--- config.mk ---
export PLATFORM = sky130hd
export DESIGN_NAME = cache_controller_flat
export DESIGN_NICKNAME = d
export VERILOG_FILES = /design/src/rtl/cache_pkg.sv /design/src/rtl/cache_if.sv /design/src/rtl/cache_array.sv /design/src/rtl/cache_controller.sv /design/src/flat_wrapper.sv
export SDC_FILE = /design/constraint.sdc
export NUM_CORES = 1
export LEC_CHECK = 0
export BUFFER_PORTS_ARGS = -buffer_cell sky130_fd_sc_hd__buf_2
export CORE_ASPECT_RATIO = 0.7
export CORE_MARGIN = 4
export CORE_UTILIZATION = 40
export DETAILED_ROUTE_END_ITERATION = 12
export MAX_ROUTING_LAYER = met4
export PLACE_DENSITY_LB_ADDON = 0.1
export SYNTH_ARGS = -nofsm -noshare
export SYNTH_HDL_FRONTEND = slang
export SYNTH_HIERARCHICAL = 1
export SYNTH_SLANG_ARGS = --single-unit
--- constraint.sdc ---
create_clock -name clk -period 9.08 [get_ports clk]
set_input_delay 1.816 -clock clk [delete_from_list [all_inputs] [get_ports clk]]
set_output_delay 1.816 -clock clk [all_outputs]
set_load 0.01 [all_outputs]
--- src/rtl/cache_pkg.sv ---
// Shared widths, FSM encoding and geometry helpers for the direct-mapped
// write-through cache.
package cache_pkg;

  localparam int ADR_W  = 8;
  localparam int DATA_W = 16;

  typedef enum logic [1:0] {
    IDLE  = 2'd0,
    RMISS = 2'd1,
    WRITE = 2'd2
  } state_e;

  function automatic int tag_w(input int index_bits);
    return ADR_W - index_bits;
  endfunction

  function automatic int num_lines(input int index_bits);
    return 1 << index_bits;
  endfunction

endpackage

--- src/rtl/cache_if.sv ---
// CPU load/store port and off-chip memory port of the cache, bundled together.
interface cache_if;
  import cache_pkg::*;

  logic [ADR_W-1:0]  cpu_adr;
  logic              cpu_read_en;
  logic              cpu_write_en;
  logic [DATA_W-1:0] cpu_write_data;
  logic [DATA_W-1:0] cpu_read_data;
  logic              stall;
  logic [ADR_W-1:0]  mem_adr;
  logic              mem_read_en;
  logic              mem_write_en;
  logic [DATA_W-1:0] mem_write_data;
  logic [DATA_W-1:0] mem_read_data;
  logic [15:0]       miss_count;

  // Master: CPU plus memory model; slave: the cache controller.
  modport master (
    output cpu_adr, cpu_read_en, cpu_write_en, cpu_write_data, mem_read_data,
    input  cpu_read_data, stall, mem_adr, mem_read_en, mem_write_en,
           mem_write_data, miss_count
  );

  modport slave (
    input  cpu_adr, cpu_read_en, cpu_write_en, cpu_write_data, mem_read_data,
    output cpu_read_data, stall, mem_adr, mem_read_en, mem_write_en,
           mem_write_data, miss_count
  );

endinterface

--- src/rtl/cache_array.sv ---
// Valid/tag/data storage: combinational lookup, one synchronous write port,
// valid bits cleared by synchronous reset.
module cache_array
  import cache_pkg::*;
#(
  parameter int INDEX_BITS = 4
) (
  input  logic                          clk,
  input  logic                          rst,
  input  logic [INDEX_BITS-1:0]         lk_idx_i,
  input  logic [tag_w(INDEX_BITS)-1:0]  lk_tag_i,
  output logic                          hit_o,
  output logic [DATA_W-1:0]             data_o,
  input  logic                          wr_en_i,
  input  logic [INDEX_BITS-1:0]         wr_idx_i,
  input  logic [tag_w(INDEX_BITS)-1:0]  wr_tag_i,
  input  logic [DATA_W-1:0]             wr_data_i
);

  localparam int TAG_W = tag_w(INDEX_BITS);
  localparam int LINES = num_lines(INDEX_BITS);

  logic [LINES-1:0]  valid_q;
  logic [TAG_W-1:0]  tag_q  [LINES];
  logic [DATA_W-1:0] data_q [LINES];

  always_comb begin
    hit_o  = valid_q[lk_idx_i] && (tag_q[lk_idx_i] == lk_tag_i);
    data_o = data_q[lk_idx_i];
  end

  always_ff @(posedge clk) begin
    if (rst) begin
      valid_q <= '0;
    end else if (wr_en_i) begin
      valid_q[wr_idx_i] <= 1'b1;
    end
  end

  // Tag and data need no reset: they are meaningless while valid is clear.
  always_ff @(posedge clk) begin
    if (wr_en_i) begin
      tag_q[wr_idx_i]  <= wr_tag_i;
      data_q[wr_idx_i] <= wr_data_i;
    end
  end

endmodule

--- src/rtl/cache_controller.sv ---
// Direct-mapped, write-through, no-write-allocate cache controller with a
// fixed-latency memory port and a read-miss counter.
module cache_controller
  import cache_pkg::*;
#(
  parameter int INDEX_BITS  = 4,
  parameter int MEM_LATENCY = 4
) (
  input logic    clk,
  input logic    rst,
  cache_if.slave bus
);

  localparam int TAG_W = tag_w(INDEX_BITS);
  localparam int CNT_W = (MEM_LATENCY > 1) ? $clog2(MEM_LATENCY) : 1;
  localparam logic [CNT_W-1:0] LAST_CNT = CNT_W'(MEM_LATENCY - 1);

  state_e            state_q;
  logic [CNT_W-1:0]  cnt_q;
  logic [ADR_W-1:0]  adr_q;
  logic [DATA_W-1:0] wdata_q;
  logic [15:0]       miss_count_q;

  logic [ADR_W-1:0]  lk_adr_s;
  logic              hit_s;
  logic [DATA_W-1:0] line_data_s;
  logic              last_s;
  logic              arr_we_s;
  logic [DATA_W-1:0] arr_wdata_s;

  // In WRITE the hit check must use the latched address, not the live bus.
  assign lk_adr_s = (state_q == IDLE) ? bus.cpu_adr : adr_q;
  assign last_s   = (cnt_q == LAST_CNT);

  cache_array #(.INDEX_BITS(INDEX_BITS)) u_array (
    .clk       (clk),
    .rst       (rst),
    .lk_idx_i  (lk_adr_s[INDEX_BITS-1:0]),
    .lk_tag_i  (lk_adr_s[ADR_W-1:INDEX_BITS]),
    .hit_o     (hit_s),
    .data_o    (line_data_s),
    .wr_en_i   (arr_we_s),
    .wr_idx_i  (adr_q[INDEX_BITS-1:0]),
    .wr_tag_i  (adr_q[ADR_W-1:INDEX_BITS]),
    .wr_data_i (arr_wdata_s)
  );

  always_comb begin
    arr_we_s    = 1'b0;
    arr_wdata_s = wdata_q;
    if (!rst && last_s) begin
      if (state_q == RMISS) begin
        arr_we_s    = 1'b1;
        arr_wdata_s = bus.mem_read_data;
      end else if (state_q == WRITE) begin
        arr_we_s    = hit_s;
      end else begin
        arr_we_s    = 1'b0;
      end
    end else begin
      arr_we_s = 1'b0;
    end
  end

  always_comb begin
    bus.mem_adr        = bus.cpu_adr;
    bus.mem_read_en    = 1'b0;
    bus.mem_write_en   = 1'b0;
    bus.mem_write_data = bus.cpu_write_data;
    bus.stall          = 1'b0;
    bus.cpu_read_data  = '0;
    case (state_q)
      IDLE: begin
        bus.stall = bus.cpu_write_en || (bus.cpu_read_en && !hit_s);
        if (!bus.cpu_write_en && bus.cpu_read_en && hit_s) begin
          bus.cpu_read_data = line_data_s;
        end else begin
          bus.cpu_read_data = '0;
        end
      end
      RMISS: begin
        bus.mem_adr     = adr_q;
        bus.mem_read_en = 1'b1;
        bus.stall       = 1'b1;
      end
      WRITE: begin
        bus.mem_adr        = adr_q;
        bus.mem_write_data = wdata_q;
        bus.mem_write_en   = last_s;
        bus.stall          = !last_s;
      end
      default: begin
        bus.stall = 1'b0;
      end
    endcase
  end

  assign bus.miss_count = miss_count_q;

  // Control FSM; cnt restarts on every state entry.
  always_ff @(posedge clk) begin
    if (rst) begin
      state_q      <= IDLE;
      cnt_q        <= '0;
      adr_q        <= '0;
      wdata_q      <= '0;
      miss_count_q <= 16'd0;
    end else begin
      case (state_q)
        IDLE: begin
          cnt_q <= '0;
          if (bus.cpu_write_en) begin
            state_q <= WRITE;
            adr_q   <= bus.cpu_adr;
            wdata_q <= bus.cpu_write_data;
          end else if (bus.cpu_read_en && !hit_s) begin
            state_q      <= RMISS;
            adr_q        <= bus.cpu_adr;
            miss_count_q <= miss_count_q + 16'd1;
          end
        end
        RMISS, WRITE: begin
          if (last_s) begin
            state_q <= IDLE;
            cnt_q   <= '0;
          end else begin
            cnt_q <= cnt_q + CNT_W'(1);
          end
        end
        default: begin
          state_q <= IDLE;
          cnt_q   <= '0;
        end
      endcase
    end
  end

endmodule

--- src/flat_wrapper.sv ---
// flat-port wrapper written by rule: the top's interface ports become plain ports
module cache_controller_flat import cache_pkg::*;
#(
  parameter int INDEX_BITS  = 4,
  parameter int MEM_LATENCY = 4
)
  (clk, rst, bus_cpu_adr, bus_cpu_read_en, bus_cpu_write_en, bus_cpu_write_data, bus_mem_read_data, bus_cpu_read_data, bus_stall, bus_mem_adr, bus_mem_read_en, bus_mem_write_en, bus_mem_write_data, bus_miss_count);
  cache_if bus_i ();
  input logic clk;
  input logic rst;
  input wire logic [$bits(bus_i.cpu_adr)-1:0] bus_cpu_adr;
  input wire logic [$bits(bus_i.cpu_read_en)-1:0] bus_cpu_read_en;
  input wire logic [$bits(bus_i.cpu_write_en)-1:0] bus_cpu_write_en;
  input wire logic [$bits(bus_i.cpu_write_data)-1:0] bus_cpu_write_data;
  input wire logic [$bits(bus_i.mem_read_data)-1:0] bus_mem_read_data;
  output wire logic [$bits(bus_i.cpu_read_data)-1:0] bus_cpu_read_data;
  output wire logic [$bits(bus_i.stall)-1:0] bus_stall;
  output wire logic [$bits(bus_i.mem_adr)-1:0] bus_mem_adr;
  output wire logic [$bits(bus_i.mem_read_en)-1:0] bus_mem_read_en;
  output wire logic [$bits(bus_i.mem_write_en)-1:0] bus_mem_write_en;
  output wire logic [$bits(bus_i.mem_write_data)-1:0] bus_mem_write_data;
  output wire logic [$bits(bus_i.miss_count)-1:0] bus_miss_count;
  assign bus_i.cpu_adr = bus_cpu_adr;
  assign bus_i.cpu_read_en = bus_cpu_read_en;
  assign bus_i.cpu_write_en = bus_cpu_write_en;
  assign bus_i.cpu_write_data = bus_cpu_write_data;
  assign bus_i.mem_read_data = bus_mem_read_data;
  assign bus_cpu_read_data = bus_i.cpu_read_data;
  assign bus_stall = bus_i.stall;
  assign bus_mem_adr = bus_i.mem_adr;
  assign bus_mem_read_en = bus_i.mem_read_en;
  assign bus_mem_write_en = bus_i.mem_write_en;
  assign bus_mem_write_data = bus_i.mem_write_data;
  assign bus_miss_count = bus_i.miss_count;
  cache_controller #(.INDEX_BITS(INDEX_BITS), .MEM_LATENCY(MEM_LATENCY)) u_core (.clk(clk), .rst(rst), .bus(bus_i));
endmodule
* Yosys cells after proc, flatten, opt, wreduce, memory -nomap -nowiden
Memories as Yosys holds them, arrays and structs flattened.
Index checks and enable logic that the tools add are counted.
** Cells by class
- Reductions and logical operators :: 19
- $lt $le $gt $ge :: 3
- Bitwise operators :: 3
- Add/sub/neg operators :: 2
- Mux-type cells :: 25
- Eq/ne operators :: 6
** Operator list (number)
- 16-bit two-way mux :: 5
- 8-bit two-way mux :: 4
- 16-bit by 1-bit adder with 16-bit output (second input constant) :: 1
- 16-bit OR :: 1
- 4-bit by 5-bit less-than comparator with 1-bit output (second input constant) :: 2
- 1-bit two-way mux :: 9
- 1-bit logical AND :: 6
- 2-bit two-way mux :: 3
- 2-bit AND reduction :: 3
- 1-bit binary-select mux with 4-bit select :: 1
- 1-bit demux with 4-bit select :: 1
- 2-bit equality test (second input constant) :: 2
- 4-bit equality test :: 1
- 4-bit by 1-bit greater-or-equal comparator with 1-bit output (second input constant) :: 1
- 1-bit zero test :: 4
- 2-bit one-hot mux with 2 select lines :: 1
- 3-bit != test (second input constant) :: 1
- 1-bit one-hot mux with 3 select lines :: 1
- 3-bit AND reduction :: 1
- 3-bit OR reduction :: 1
- 2-bit by 1-bit adder with 2-bit output (second input constant) :: 1
- 2-bit by 1-bit equality test with 1-bit output (second input constant) :: 1
- 2-bit zero test :: 1
- 2-bit by 1-bit != test with 1-bit output (second input constant) :: 1
- other kinds (4) :: 5
** Storage, ports and cells
- Output and inout port bits :: 59
- Bits of input ports :: 44
- Memories kept :: 2
- Bits in registers :: 60
- Bits in writable memories :: 320
** Memories
- u_core.u_array.data_q :: words 16, bits a word 16, read ports 1, clocked after Yosys merged registers in 0, wr ports 1, RTL line cache_array.sv:25 : logic [DATA_W-1:0] data_q [LINES];
- u_core.u_array.tag_q :: words 16, bits a word 4, read ports 1, clocked after Yosys merged registers in 0, wr ports 1, RTL line cache_array.sv:24 : logic [TAG_W-1:0] tag_q [LINES];

* Logic depth before layout (Yosys ltp)
- Depth in word-level cells :: 10
- Depth in mapped cells :: 18

* Modules after synthesis
Netlist, hierarchy kept.
** Modules (own cells, without submodules)
- cache_array :: cells each 536, instances 1, area an instance 12742.2 sq um
- cache_controller :: cells each 284, instances 1, area an instance 2542.4 sq um

* Least setup slack after synthesis
No wires, ideal clock.
- Path type :: input to register
- Start point :: input port bus_cpu_adr[1]
- End point :: memory u_core.u_array.data_q[0][0] (enable)
- Arrival :: 5971 ps
- Cell stages on the path :: 11
- Path slack :: 2685 ps
- Library setup time :: 425 ps
- Path buffers :: 2
- Data required time :: 8655 ps
- Cell sequence :: mux2_2 -> buf_4 -> buf_2 -> mux4_2 -> mux4_2 -> xor2_1 -> nor4_2 -> a21oi_1 -> nor3_1 -> or3b_2 -> nor3_1
** On the way
- Cells in the longest elaborated chain, start to end :: 9
** Ends and longest elaborated chain
- from (decl) :: RTL line flat_wrapper.sv:11 : input wire logic [$bits(bus_i.cpu_adr)-1:0] bus_cpu_adr;
- 8-bit two-way mux (*) :: RTL line cache_controller.sv:32 : assign lk_adr_s = (state_q == IDLE) ? bus.cpu_adr : adr_q;
- memory read 16 x 4 bit or 1-bit binary-select mux with 4-bit select (tied branches)
- 4-bit equality test or 1-bit two-way mux (tied branches) :: RTL line cache_array.sv:28 : hit_o = valid_q[lk_idx_i] && (tag_q[lk_idx_i] == lk_tag_i);
- 1-bit logical AND (*) :: RTL line cache_array.sv:28
- via u_core.hit_s :: RTL line cache_controller.sv:25 : logic hit_s;
- 1-bit two-way mux (*) :: RTL line cache_controller.sv:55 : end else if (state_q == WRITE) begin
- 1-bit two-way mux (*) :: RTL line cache_controller.sv:52 : if (state_q == RMISS) begin
- 1-bit two-way mux (*) :: RTL line cache_controller.sv:51 : if (!rst && last_s) begin
- via u_core.arr_we_s :: RTL line cache_controller.sv:28 : logic arr_we_s;
- 1-bit two-way mux (*) :: RTL line cache_array.sv:42 : if (wr_en_i) begin
- 1-bit two-way mux (implied by the code) (*) :: RTL line cache_array.sv:44 : data_q[wr_idx_i] <= wr_data_i;
- to (decl) :: RTL line cache_array.sv:25
The timed path passes the listed nets; every way through them passes the cells marked *. The select of a mux whose other input is x is not followed.

* Worst setup path in the final report
- Start point :: input port bus_cpu_adr[1]
- End point :: output port bus_cpu_read_data[3]
** On the way
- Cells in the longest elaborated chain, start to end :: 7
** Ends and longest elaborated chain
- 8-bit two-way mux (*) :: RTL line cache_controller.sv:32
- via u_core.lk_adr_s[1] :: RTL line cache_controller.sv:24 : logic [ADR_W-1:0] lk_adr_s;
- memory read 16 x 4 bit or 1-bit binary-select mux with 4-bit select (tied branches)
- 4-bit equality test or 1-bit two-way mux (tied branches) :: RTL line cache_array.sv:28
- 1-bit logical AND (*) :: RTL line cache_array.sv:28
- via u_core.hit_s :: RTL line cache_controller.sv:25
- 1-bit logical AND (*) :: RTL line cache_controller.sv:75 : if (!bus.cpu_write_en && bus.cpu_read_en && hit_s) begin
- 16-bit two-way mux (*) :: RTL line cache_controller.sv:75
- 16-bit two-way mux (*) :: RTL line cache_controller.sv:72 : case (state_q)
- to (decl) :: RTL line flat_wrapper.sv:16 : output wire logic [$bits(bus_i.cpu_read_data)-1:0] bus_cpu_read_data;
Marks and branches as above.

==> run metrics <==
status=completed; Root Driver=clkbuf_16; DR WL/cell=26.09 um; post-route cell area=0.01763 mm^2; endpoints failing hold=0; post-route setup slack=1873 ps; # diodes=0; Starting DRT DRC Count=646; number of max-cap violations=0; CTS H-tree lvls=2; Reg clk slew, reported paths=60 ps; Post-DP HPWL=22830 um; area leader, netlist=edfxtp_1; post-CTS sizing=0; Detailed Routing Iterations Pass 1=5; ranking of synthesized cells by area=edfxtp_1, mux4_2, dfxtp_1, mux2_2, nor2_1; dpl cell area=0.01646 mm^2; initial antenna violation count=1; drt drc=0; post-synthesis xor/xnor area fraction=0.008595; Max Fclk=138.7 MHz; I/O Buffers=102; Synth top area share=0.6287; Layout Cells excl Fill=1463; commonest cells after routing, fill and taps aside=edfxtp_1, buf_2, mux4_2, dfxtp_1, nor2_1; RSZ-0062 raised after global routing=no; Worst setup EP type=output port; die height=171.6 um; Starting Density=0.4084; compound-gate portion of the synthesized area=0.01212; sequential-to-total area share from yosys stat=0.7073; post-route ant nets=0; Cell variety after synth=40; post-synth net total=873; Clock Tree Buf Depth=3; CP required=7260 ps; fin crit share=0.7938; CP arrival=5390 ps; dpl ws=1830 ps; routed length on met2=18180 um; worst slew pin tran=1079 ps; placed insts=1394; Pwr Total=4.231 mW; Crit Path Category=in -> out; Post-Synthesis Cells=820; Synth Area in Adders=0.007367; Die X=241.6 um; Mapped Avg Cell Area=18.64 um^2; Area Growth Syn to Fin=15.36%; largest net degree at the start of global routing=63; I/O pin cnt=103; simple-gate share of the synthesized area=0.05337; leakage power=6.001 nW; clk_lat worst skew=540 ps; P per Cell Area=240.0 mW/mm^2; relative slew slack=0.2804; Primary FF master, synth=edfxtp_1; commonest non-fill, non-tap cell in the layout=edfxtp_1; TNS Setup=0 ps; hold_buf cts=0; layout cells sized above 1=0.3559; post-CTS setup buffers=0; asr flop ratio synth=0; Final Max Slew Viols=0; Post-synth EDFFs=320; worst vdd ir=0.1428 mV; CP startpoint kind=primary input; Global Route Usage Sum=0.1913; routed vias/inst=5.440; Cell Area, Synth=0.01528 mm^2; met1 WL=17770 um; clock sink count=380; largest family of logic cells by synthesized area=multiplexers; Total Wirelength=38170 um; die area=0.04145 mm^2; # rows=59; TritonCTS buffer count=38; final net count=999; final worst path period need=7207 ps; number of global-route vias before repair=8077; register bit total from synthesis=380; skew final=21.15 ps; highest metal used=met4; mux share of post-synthesis cell area=0.1960; CTS tree=done; met3 wire len=1639 um; yosys warns=6; first-pass GRT wire length=56120 um; via count=7958; CP Max Fanout=61; Worst Hold Class=reg -> reg; GRT overflow=0; gpl congestion=0.7431; setup violators final=0; core area=0.03743 mm^2
synth_stat cells, types with 3 or more instances:
library cell	n
nand3_1	7
clkbuf_1	14
and2_1	19
nand2_1	38
mux4_2	100
ha_1	9
a21oi_1	25
nor2_1	65
o21ai_0	6
or3_1	4
mux2i_1	15
buf_1	3
nand4_1	6
edfxtp_1	320
xor2_1	14
dfxtp_1	60
nand2b_1	4
nand3b_1	4
inv_1	6
nor3_1	7
buf_2	22
mux2_2	48
cells by family (layout without fill, tap and decap cells):
logic type	Yosys count	after routing
adder cells (fa/ha/maj)	9	9
multiplexers	165	165
buffers and inverters	49	204
XOR/XNOR	15	15
flip-flops	380	380
AO/OA/AOI/OAI	35	35
AND/OR/NAND/NOR	167	167
cell type report:
type                       instances  area [um^2]
clock buffer                      51        999.7
clock inverter                    18        172.7
fill                            3164        19800
inverter                           6        22.52
multi-input combinational        391         4303
sequential                       380        10810
tap                              488        610.6
timing repair buffer             129        713.2
sequential cells by signal, indices dropped and copies added, names as in the netlist:
| name | count |
|---|---|
| u_core/state_q | 2 |
| u_core/u_array/valid_q | 16 |
| u_core/adr_q | 8 |
| u_core/u_array/tag_q | 64 |
| u_core/u_array/data_q | 256 |
| u_core/cnt_q | 2 |
| u_core/wdata_q | 16 |
| u_core/bus.miss_count | 16 |
where the power goes:
part | internal (mW) | total, mW | switching, mW
logic | 0.357 | 0.742 | 0.385
clock network | 0.862 | 1.51 | 0.650
registers | 1.94 | 1.98 | 0.0364
critical path, cell delays in order:
cell	delay, ps
buf_2	100
mux2_4	820
mux4_2	610
mux4_2	490
xor2_1	170
nor4_2	320
nand2_1	160
nor3b_2	200
buf_4	320
and2_1	180
buf_2	130
through the flow:
| stage | hold WS (ps) | util |
|---|---|---|
| 2_1_floorplan | 404.3 | - |
| 3_3_place_gp | 413.1 | 0.4398 |
| 3_5_place_dp | 426.9 | 0.4398 |
| 4_1_cts | 435.4 | 0.4711 |
| 5_1_grt | 455.6 | 0.4711 |
| 6_report | 427.6 | 0.4711 |
worst paths after layout:
path                                                     to  slack [ps]  cells past startpoint              start
worst max register to register  u_core/u_array/data_q[7][4]        3080                     12  u_core/state_q[0]
worst max-delay path                   bus_cpu_read_data[3]        1870                     11     bus_cpu_adr[1]
worst min register to register              u_core/cnt_q[0]         430                      1    u_core/cnt_q[0]
worst min-delay path                        u_core/cnt_q[0]         430                      1    u_core/cnt_q[0]
layer usage:
metal  vias up  track usage
li1       3516            -
met1      4223       0.2701
met2       174       0.3022
met3        45      0.02836
met4         0      0.03783
met5         -            -
No activity file was read; power rests on OpenSTA's default activity.
